[src/rtl/mmio_pkg.sv]
// Purpose: shared types and constants for the mmio_interconnect slice.
// Latency: n/a (declarations only).
// Backpressure: n/a.
// Contents: FSM state enum, timeout default read data, counter width and
// error status register field offsets.
package mmio_pkg;

  typedef enum logic [1:0] {
    S_IDLE   = 2'd0,
    S_ACCESS = 2'd1,
    S_RESP   = 2'd2
  } state_t;

  // Read data returned when a transaction is forced to complete.
  localparam logic [31:0] MMIO_DEFAULT_RDATA = 32'hDEAD_BEEF;

  // Timeout counter width; TIMEOUT_CYCLES is capped at 255 so it never wraps.
  localparam int TIMEOUT_W = 8;

  // Error status register layout: {fault_addr[23:0], err_count[7:0]}.
  localparam int ERR_COUNT_LSB = 0;
  localparam int ERR_COUNT_W   = 8;
  localparam int ERR_FADDR_LSB = 8;
  localparam int ERR_FADDR_W   = 24;

endpackage

[src/rtl/mmio_addr_decode.sv]
// Purpose: table-driven address decoder, one-hot select with lowest-index priority.
// Latency: combinational (0 cycles).
// Backpressure: none; pure function of the address.
// Ports: i_addr (32) address to decode; o_sel (NUM_SLAVES) one-hot select;
//        o_hit asserted when any slave matches.
module mmio_addr_decode
  import mmio_pkg::*;
#(
  parameter int                         NUM_SLAVES = 8,
  parameter logic [NUM_SLAVES*32-1:0]   BASE_ADDRS = '0,
  parameter logic [NUM_SLAVES*32-1:0]   ADDR_MASKS = '0
) (
  input  logic [31:0]           i_addr,
  output logic [NUM_SLAVES-1:0] o_sel,
  output logic                  o_hit
);

  // Walk from the highest index down so the lowest matching index is the
  // last one written and therefore wins on overlapping windows.
  always_comb begin
    o_sel = '0;
    o_hit = 1'b0;
    for (int i = NUM_SLAVES - 1; i >= 0; i--) begin
      if ((i_addr & ADDR_MASKS[32*i +: 32]) ==
          (BASE_ADDRS[32*i +: 32] & ADDR_MASKS[32*i +: 32])) begin
        o_sel    = '0;
        o_sel[i] = 1'b1;
        o_hit    = 1'b1;
      end
    end
  end

endmodule

[src/rtl/mmio_interconnect.sv]
// Purpose: picorv32 native port to NUM_SLAVES peripherals, single outstanding access with timeout.
// Latency: request to m_ready is 2 cycles minimum, TIMEOUT_CYCLES+1 for an unmapped/silent slave.
// Backpressure: new request accepted only in IDLE; at most one transaction per 3 cycles.
// Ports: clk, reset (sync, active-high); m_valid/m_addr/m_wdata/m_wstrb in, m_ready/m_rdata out;
//        s_sel/s_addr/s_wdata/s_wstrb out (registered), s_ready/s_rdata in (per slave, packed).
// Option: MMIO_ERR_STATUS_EN adds an error status register at ERR_ADDR.
module mmio_interconnect
  import mmio_pkg::*;
#(
  parameter int                       NUM_SLAVES     = 8,
  parameter logic [NUM_SLAVES*32-1:0] BASE_ADDRS     = '0,
  parameter logic [NUM_SLAVES*32-1:0] ADDR_MASKS     = '0,
  parameter int                       TIMEOUT_CYCLES = 16,
  parameter logic [31:0]              DEFAULT_RDATA  = MMIO_DEFAULT_RDATA,
  parameter logic [31:0]              ERR_ADDR       = 32'h8000_0040
) (
  input  logic                       clk,
  input  logic                       reset,
  input  logic                       m_valid,
  input  logic [31:0]                m_addr,
  input  logic [31:0]                m_wdata,
  input  logic [3:0]                 m_wstrb,
  output logic                       m_ready,
  output logic [31:0]                m_rdata,
  output logic [NUM_SLAVES-1:0]      s_sel,
  output logic [31:0]                s_addr,
  output logic [31:0]                s_wdata,
  output logic [3:0]                 s_wstrb,
  input  logic [NUM_SLAVES-1:0]      s_ready,
  input  logic [NUM_SLAVES*32-1:0]   s_rdata
);

`ifdef MMIO_ERR_STATUS_EN
  localparam bit ERR_EN = 1'b1;
`else
  localparam bit ERR_EN = 1'b0;
`endif

  localparam logic [TIMEOUT_W-1:0] TMO_LAST = TIMEOUT_W'(TIMEOUT_CYCLES - 1);

  state_t                r_state, w_state_nxt;
  logic [TIMEOUT_W-1:0]  r_cnt;
  logic [NUM_SLAVES-1:0] r_sel;
  logic [31:0]           r_addr, r_wdata, r_rdata;
  logic [3:0]            r_wstrb;
  logic                  r_ready;
  logic                  r_err_sel;

  logic [NUM_SLAVES-1:0] w_dec_sel;
  logic                  w_dec_hit;
  logic                  w_err_hit;
  logic                  w_sel_ready;
  logic                  w_timeout;
  logic                  w_done;
  logic [31:0]           w_slave_rdata;
  logic [31:0]           w_err_rdata;

  mmio_addr_decode #(
    .NUM_SLAVES (NUM_SLAVES),
    .BASE_ADDRS (BASE_ADDRS),
    .ADDR_MASKS (ADDR_MASKS)
  ) u_decode (
    .i_addr (m_addr),
    .o_sel  (w_dec_sel),
    .o_hit  (w_dec_hit)
  );

  // The internal register shadows any external window covering ERR_ADDR.
  assign w_err_hit   = ERR_EN && (m_addr == ERR_ADDR);
  // r_sel is only non-zero in ACCESS, so masking also ignores stray readies.
  assign w_sel_ready = |(s_ready & r_sel);
  assign w_timeout   = (r_cnt == TMO_LAST);
  assign w_done      = r_err_sel | w_sel_ready | w_timeout;

  always_comb begin
    w_slave_rdata = '0;
    for (int i = 0; i < NUM_SLAVES; i++) begin
      if (r_sel[i]) w_slave_rdata = w_slave_rdata | s_rdata[32*i +: 32];
    end
  end

  always_comb begin
    w_state_nxt = r_state;
    case (r_state)
      S_IDLE:   if (m_valid) w_state_nxt = S_ACCESS;
      S_ACCESS: if (w_done)  w_state_nxt = S_RESP;
      S_RESP:   w_state_nxt = S_IDLE;
      default:  w_state_nxt = S_IDLE;
    endcase
  end

  always_ff @(posedge clk) begin
    if (reset) begin
      r_state   <= S_IDLE;
      r_cnt     <= '0;
      r_sel     <= '0;
      r_addr    <= '0;
      r_wdata   <= '0;
      r_wstrb   <= '0;
      r_rdata   <= '0;
      r_ready   <= 1'b0;
      r_err_sel <= 1'b0;
    end else begin
      r_state <= w_state_nxt;
      r_ready <= 1'b0;
      case (r_state)
        S_IDLE: begin
          if (m_valid) begin
            r_addr    <= m_addr;
            r_wdata   <= m_wdata;
            r_wstrb   <= m_wstrb;
            r_sel     <= (w_dec_hit && !w_err_hit) ? w_dec_sel : '0;
            r_err_sel <= w_err_hit;
            r_cnt     <= '0;
          end
        end
        S_ACCESS: begin
          if (w_done) begin
            // Strobes were already presented to the slave; a timeout simply
            // completes the CPU side without any rollback.
            r_sel     <= '0;
            r_err_sel <= 1'b0;
            r_ready   <= 1'b1;
            r_rdata   <= r_err_sel   ? w_err_rdata   :
                         w_sel_ready ? w_slave_rdata : DEFAULT_RDATA;
          end else begin
            r_cnt <= r_cnt + 1'b1;
          end
        end
        default: ;
      endcase
    end
  end

`ifdef MMIO_ERR_STATUS_EN
  logic [ERR_COUNT_W-1:0] r_err_count;
  logic [ERR_FADDR_W-1:0] r_fault_addr;
  logic                   w_tmo_evt;

  assign w_tmo_evt = (r_state == S_ACCESS) && w_timeout && !w_sel_ready && !r_err_sel;

  always_ff @(posedge clk) begin
    if (reset) begin
      r_err_count  <= '0;
      r_fault_addr <= '0;
    end else if ((r_state == S_ACCESS) && r_err_sel && (r_wstrb != 4'h0)) begin
      r_err_count  <= '0;
      r_fault_addr <= '0;
    end else if (w_tmo_evt) begin
      if (r_err_count != {ERR_COUNT_W{1'b1}}) r_err_count <= r_err_count + 1'b1;
      r_fault_addr <= r_addr[ERR_FADDR_W-1:0];
    end
  end

  always_comb begin
    w_err_rdata = '0;
    w_err_rdata[ERR_COUNT_LSB +: ERR_COUNT_W] = r_err_count;
    w_err_rdata[ERR_FADDR_LSB +: ERR_FADDR_W] = r_fault_addr;
  end
`else
  assign w_err_rdata = '0;
`endif

  assign m_ready = r_ready;
  assign m_rdata = r_rdata;
  assign s_sel   = r_sel;
  assign s_addr  = r_addr;
  assign s_wdata = r_wdata;
  assign s_wstrb = r_wstrb;

endmodule

[config.mk]
export PLATFORM = sky130hd
export DESIGN_NAME = mmio_interconnect
export DESIGN_NICKNAME = d
export VERILOG_FILES = /design/src/rtl/mmio_pkg.sv /design/src/rtl/mmio_addr_decode.sv /design/src/rtl/mmio_interconnect.sv
export SDC_FILE = /design/constraint.sdc
export NUM_CORES = 1
export LEC_CHECK = 0
export ABC_AREA = 1
export BUFFER_PORTS_ARGS = -buffer_cell sky130_fd_sc_hd__buf_2
export CORE_AREA = 8 8 164 166
export CTS_CLUSTER_SIZE = 16
export DETAILED_ROUTE_END_ITERATION = 10
export DIE_AREA = 0 0 172 174
export PLACE_DENSITY_LB_ADDON = 0.05
export SYNTH_ARGS = -nofsm -noshare
export SYNTH_HDL_FRONTEND = slang
export SYNTH_HIERARCHICAL = 1
export SYNTH_SLANG_ARGS = --single-unit
export TNS_END_PERCENT = 10
[constraint.sdc]
create_clock -name clk -period 4.2 [get_ports clk]
set_input_delay 0.84 -clock clk [delete_from_list [all_inputs] [get_ports clk]]
set_output_delay 0.84 -clock clk [all_outputs]
set_load 0.1 [all_outputs]
* Word level (Yosys, flattened, before mapping)
Index checks and enable logic that the tools add are counted.
** Word-level totals
- ROM bits :: 0
- Memories kept :: 0
- Register bits after elaboration :: 120
- Logic and storage cells :: 58
- Latch bits :: 0
- Bits of input ports :: 335
- RAM bits :: 0
** Operators by class
- $mul :: 0
- Div/mod/pow operators :: 0
- Reductions and logical operators :: 9
- Shift-type cells :: 0
- Eq/ne operators :: 5
- Mux-type cells :: 23
- Bitwise logic cells :: 11
- $add $sub $neg :: 1
- $lt $le $gt $ge :: 0
** Operators by type and width (number)
- $mux 32 :: 10
- $or 32x32->32 :: 7
- $mux 8 :: 4
- $pmux 8 s2 :: 2
- $add 8x1->8 const B :: 1
- $and 8x8->8 :: 1
- $eq 8x4->1 const B :: 1
- $reduce_or 8->1 :: 1
- $ne 2x2->1 const B :: 3
- $reduce_and 2->1 :: 3
- $reduce_and 3->1 :: 2
- $mux 2 :: 2
- $pmux 2 s2 :: 1
- $mux 1 :: 3
- $eq 2x1->1 const B :: 1
- $logic_not 2->1 :: 1
- $or 1x1->1 :: 2
- $pmux 1 s2 :: 1
- $reduce_bool 2->1 :: 1
- $reduce_or 2->1 :: 1
- $not 1->1 :: 1

* Depth between registers and ports, before layout
- Depth in word-level cells :: 17
- Depth in mapped cells :: 10

* Modules after synthesis
The synthesis kept the hierarchy.
** Modules (own cells, without submodules)
- mmio_interconnect :: instances 1, area each 6257.3 µm², cells an instance 950, seq. area each 2382.3 µm²
- mmio_addr_decode :: instances 1, area each 75.1 µm², cells an instance 11, seq. area each 0.0 µm²

* Worst setup path after synthesis
OpenSTA, ideal clock, no wires.
- Path kind :: flip-flop to flip-flop
- Start point :: reg r_sel[4] (netlist: s_sel[4])
- End point :: reg r_rdata[10] (netlist: m_rdata[10])
- Period minus slack after synthesis :: 2.003 ns
- Stages on the path, launching flop included :: 9
- Buffers on the path :: 2
- Slack :: 2.197 ns
- Data arrival time :: 1.887 ns
- Path through :: dfxtp_1 > buf_6 > nand2_2 > nand2_2 > nor2_8 > a21oi_4 > buf_2 > a21oi_1 > o21a_1
** Between the ends
- Cells in the longest elaborated chain, start to end :: 9
** Ends and longest elaborated chain
- start, declared :: RTL line mmio_interconnect.sv:43 : logic [NUM_SLAVES-1:0] r_sel;
- start signal, assigned :: RTL line mmio_interconnect.sv:112 : r_sel <= (w_dec_hit && !w_err_hit) ? w_dec_sel : '0;
- $mux 32 :: RTL line mmio_interconnect.sv:78 : if (r_sel[i]) w_slave_rdata = w_slave_rdata | s_rdata[32*i +: 32];
- $or 32x32->32 :: RTL line mmio_interconnect.sv:78
- $mux 32 :: RTL line mmio_interconnect.sv:78
- $or 32x32->32 :: RTL line mmio_interconnect.sv:78
- $mux 32 :: RTL line mmio_interconnect.sv:78
- $or 32x32->32 :: RTL line mmio_interconnect.sv:78
- $mux 32 :: RTL line mmio_interconnect.sv:78
- $mux 32 :: RTL line mmio_interconnect.sv:125 : w_sel_ready ? w_slave_rdata : DEFAULT_RDATA;
- $mux 32 :: RTL line mmio_interconnect.sv:124 : r_rdata <= r_err_sel ? w_err_rdata :
- end signal, assigned :: RTL line mmio_interconnect.sv:124
- end, declared :: RTL line mmio_interconnect.sv:44 : logic [31:0] r_addr, r_wdata, r_rdata;
Parallel ways exist; a longest one is shown, timed or not.
A chain may end at the register's enable or synchronous reset.

* Worst setup path after layout
- Start point :: reg r_sel[1] (netlist: s_sel[1])
- End point :: out s_sel[1]
** RTL lines
- end, declared :: RTL line mmio_interconnect.sv:25 : output logic [NUM_SLAVES-1:0] s_sel,
No word-level cell between the ends.

==> qor.csv <==
stage;metric;value;unit
power_and_ir_drop;leakage;0.004652;uW
timing;period_minus_slack;2.610;ns
worst_setup_path;worst-path-buf-inv;1;
logic_synthesis;syn-cell-area;6332;um2
power_and_ir_drop;power_frac_clock;30.8;%
timing;relSlewSlack;40.64;%
logic_synthesis;ys.warnings.count;6;
die;fp.dieArea;29930;um2
die;die_w;172;um
global_route;use_met2;33.89;%
worst_setup_path;cp_data_arrival_time;1.77;ns
cts;numCtsBuffers;17;
logic_synthesis;syn_inst;961;
detailed_routing;drc;0;
cts;post_cts_buffers;0;
die;rows;58;
global_route;grt_util_met1;23.81;%
cts;clock_latency;0.41;ns
global_route;grt_pass1_wl;46590;um
die;initial_core_util;25.82;%
worst_setup_path;cpPeakStageDelay;0.80;ns
global_route;grt_use_total;20.23;%
cells_and_area;area_growth;45.96;%
global_route;antenna_found_initial;7;
detailed_routing;vias;7728;
worst_setup_path;critPathCaptureType;output pin;
timing;fmax;383.1;MHz
global_route;grtUsageMet3;7.350;%
detailed_routing;ant_nets;0;
die;io_pins;444;
power_and_ir_drop;seqPwrFrac;28.6;%
logic_synthesis;synthFlopType;dfxtp_1;
cells_and_area;nets;1702;
cells_and_area;layout.cells.most_common;buf_2;
timing;final_hold_viol_count;0;
power_and_ir_drop;switching_share;46.14;%
cts;cts_max_path_buffers;2;
placement;gp_congestion;0.8462;
logic_synthesis;synth_cell_types;34;
logic_synthesis;yosysSeqAreaShare;37.62;%
cells_and_area;fill_cells;2762;
worst_setup_path;path_delay_family;flip-flops;
die;core_area;24530;um2
cells_and_area;final_cell_mix;443 x buf_2, 303 x nand2_1, 191 x nor2_1, 118 x dfxtp_1, 72 x o21ai_0;
min_path;hold_path_class;reg -> reg;
logic_synthesis;synthArstFlopShare;0;%
timing;fin_tns_setup;0;ns
detailed_routing;routed_wl;31620;um
worst_setup_path;critical_path_peak_fanout;16;
min_path;hold_start;m_rdata[9]$_SDFFE_PP0P_;
power_and_ir_drop;switching_power;2212;uW
detailed_routing;wl_per_cell;18.46;um
detailed_routing;avgViaCountPerCell;4.511;
timing;period_share;62.14;%
worst_setup_path;required;3.36;ns
global_route;grt_overflow;0;
global_route;grt_start_max_net_pins;70;
cells_and_area;drive_above_1_share;37.35;%
timing;tightest_slew;0.8884;ns
cells_and_area;final_core_util;37.68;%
power_and_ir_drop;ir_worst_vdd;270.1;uV
global_route;grt_pass1_vias;7721;
min_path;whs_endpoint;m_rdata[9]$_SDFFE_PP0P_;
power_and_ir_drop;p_int;2583;uW
timing;fin_skew;0.008995;ns
cts;cts.sinks;119;
power_and_ir_drop;p_per_area;518.8;nW/um2
worst_setup_path;r2r-end;m_rdata[4]$_SDFFE_PP0P_;
min_path;whs_path_depth;1;
detailed_routing;drtIter0Drc;394;
worst_setup_path;r2r-start;s_sel[1]$_SDFFE_PP0P_;
worst_setup_path;worstSetupStartpointType;register;
cts;ctsRootBufferMaster;clkbuf_16;
worst_setup_path;critPathKind;reg -> out;
detailed_routing;dr.pass1.iters;4;
global_route;busiest_layer;met2;
worst_setup_path;cp_cell_sequence;buf_2;
timing;setup_viol;0;
cts;cts_tree;built;
cts;clk_pin_slew;0.06;ns
timing;slew_viol_final;0;
flow_run;cap_violations;0;
placement;dp_hpwl;24110;um
worst_setup_path;ff2ff_path_depth;6;
worst_setup_path;reg2reg_setup_slack;1.90;ns
placement;io_buffer_count;443;
cts;cts_hold_buf;0;
timing;rsz0062_at_grt;false;
outcome;status;completed;
cts;htree_num_levels;4;
cts;cts_resized;0;
power_and_ir_drop;combPwrFrac;40.7;%
worst_setup_path;cpMaxStageDelayCell;dfxtp_1;
die;fp.dieH;174;um
logic_synthesis;ys_ff_latch;119;
logic_synthesis;synth_area_per_cell;6.589;um2
logic_synthesis;synth-edff-count;0;
-- flip-flops by register name (all words and copies together), names as in the netlist --
signal	cells
s_sel	8
s_addr	32
s_wdata	32
m_rdata	32
r_state	2
s_wstrb	4
m_ready	1
r_cnt	8
-- synthesized netlist by cell type (10+ instances only) --
cell type    n  area [um2]
dfxtp_1    119        2382
inv_1       13       48.80
buf_2       28       140.1
o21a_1      24       180.2
buf_4       10       75.07
buf_6       11       123.9
o21ai_0     72       360.4
clkbuf_1    26       97.59
nand2_1    303        1137
a21oi_1     46       230.2
nor2_1     191       716.9
nand4_1     64       400.4
-- stage by stage --
stage	setup slack [ns]	hold slack (ns)	instance area [um2]	cells	total power, uW
after global placement	1.744	0.4429	8641	1677	3367
final	1.590	0.4580	9243	1713	4795
after CTS	1.548	0.4628	9233	1709	4859
after global routing	1.485	0.4803	9243	1713	5046
after floorplan	2.197	0.4388	6359	968	2874
after detailed placement	1.731	0.4485	8641	1677	3361
-- worst max-delay path by stage --
stage | startpoint | to | slack [ns] | depth (start not counted)
floorplan | s_sel[4]$_SDFFE_PP0P_ | m_rdata[10]$_SDFFE_PP0P_ | 2.20 | 8
global placement | reset | s_wdata[28]$_SDFFE_PP0P_ | 1.74 | 6
detailed placement | reset | s_wdata[25]$_SDFFE_PP0P_ | 1.73 | 6
CTS | s_sel[1]$_SDFFE_PP0P_ | s_sel[1] | 1.55 | 1
global route | s_sel[1]$_SDFFE_PP0P_ | s_sel[1] | 1.48 | 1
finish | s_sel[1]$_SDFFE_PP0P_ | s_sel[1] | 1.59 | 1
-- final cells by class --
cell class	count	area, um2	share of cell area [%]
flip-flops and latches	119	2384	25.79
diodes	4	10.01	0.1083
clock inverters	14	162.7	1.760
well taps	330	412.9	4.467
inverters	16	62.56	0.6769
multi-input cells	755	3460	37.43
repair buffers	457	2322	25.13
clock buffers	18	429.2	4.643
-- per-layer routing --
metal | wire length [um] | share of wire [%] | up-vias
met3 | 3168 | 10 | 35
met5 | 40 | 0.13 | -
met2 | 14960 | 47 | 303
met1 | 12870 | 41 | 3457
met4 | 582 | 1.8 | 6
li1 | - | - | 3927
-- power groups by stage --
stage          registers [uW]  clock network (uW)  logic (uW)
4_1_cts                  1370                1520        1970
2_1_floorplan            2250                   0         629
5_1_grt                  1390                1570        2080
6_report                 1370                1480        1950
3_3_place_gp             1390                   0        1970
3_5_place_dp             1390                   0        1970
-- worst register-to-register path: cells and delay by family, from the launching register on --
kind | cells | cell delay (ns)
DFF | 1 | 0.80
and+or+nand+nor | 3 | 0.29
AOI/OAI and AO/OA | 3 | 1.15
-- logic make-up (layout without fill, tap and decap cells) --
family          Yosys count  after routing  share of synthesized area (%)
flops                   119            119                          37.62
xor+xnor                  2              2                         0.2767
fa+ha+maj                 1              1                         0.1976
other cells               2             13                         0.1186
simple gates            593            593                          40.47
buf+inv                  94            505                          8.239
compound gates          150            150                          13.08
Power figures use the tool's default switching activity.
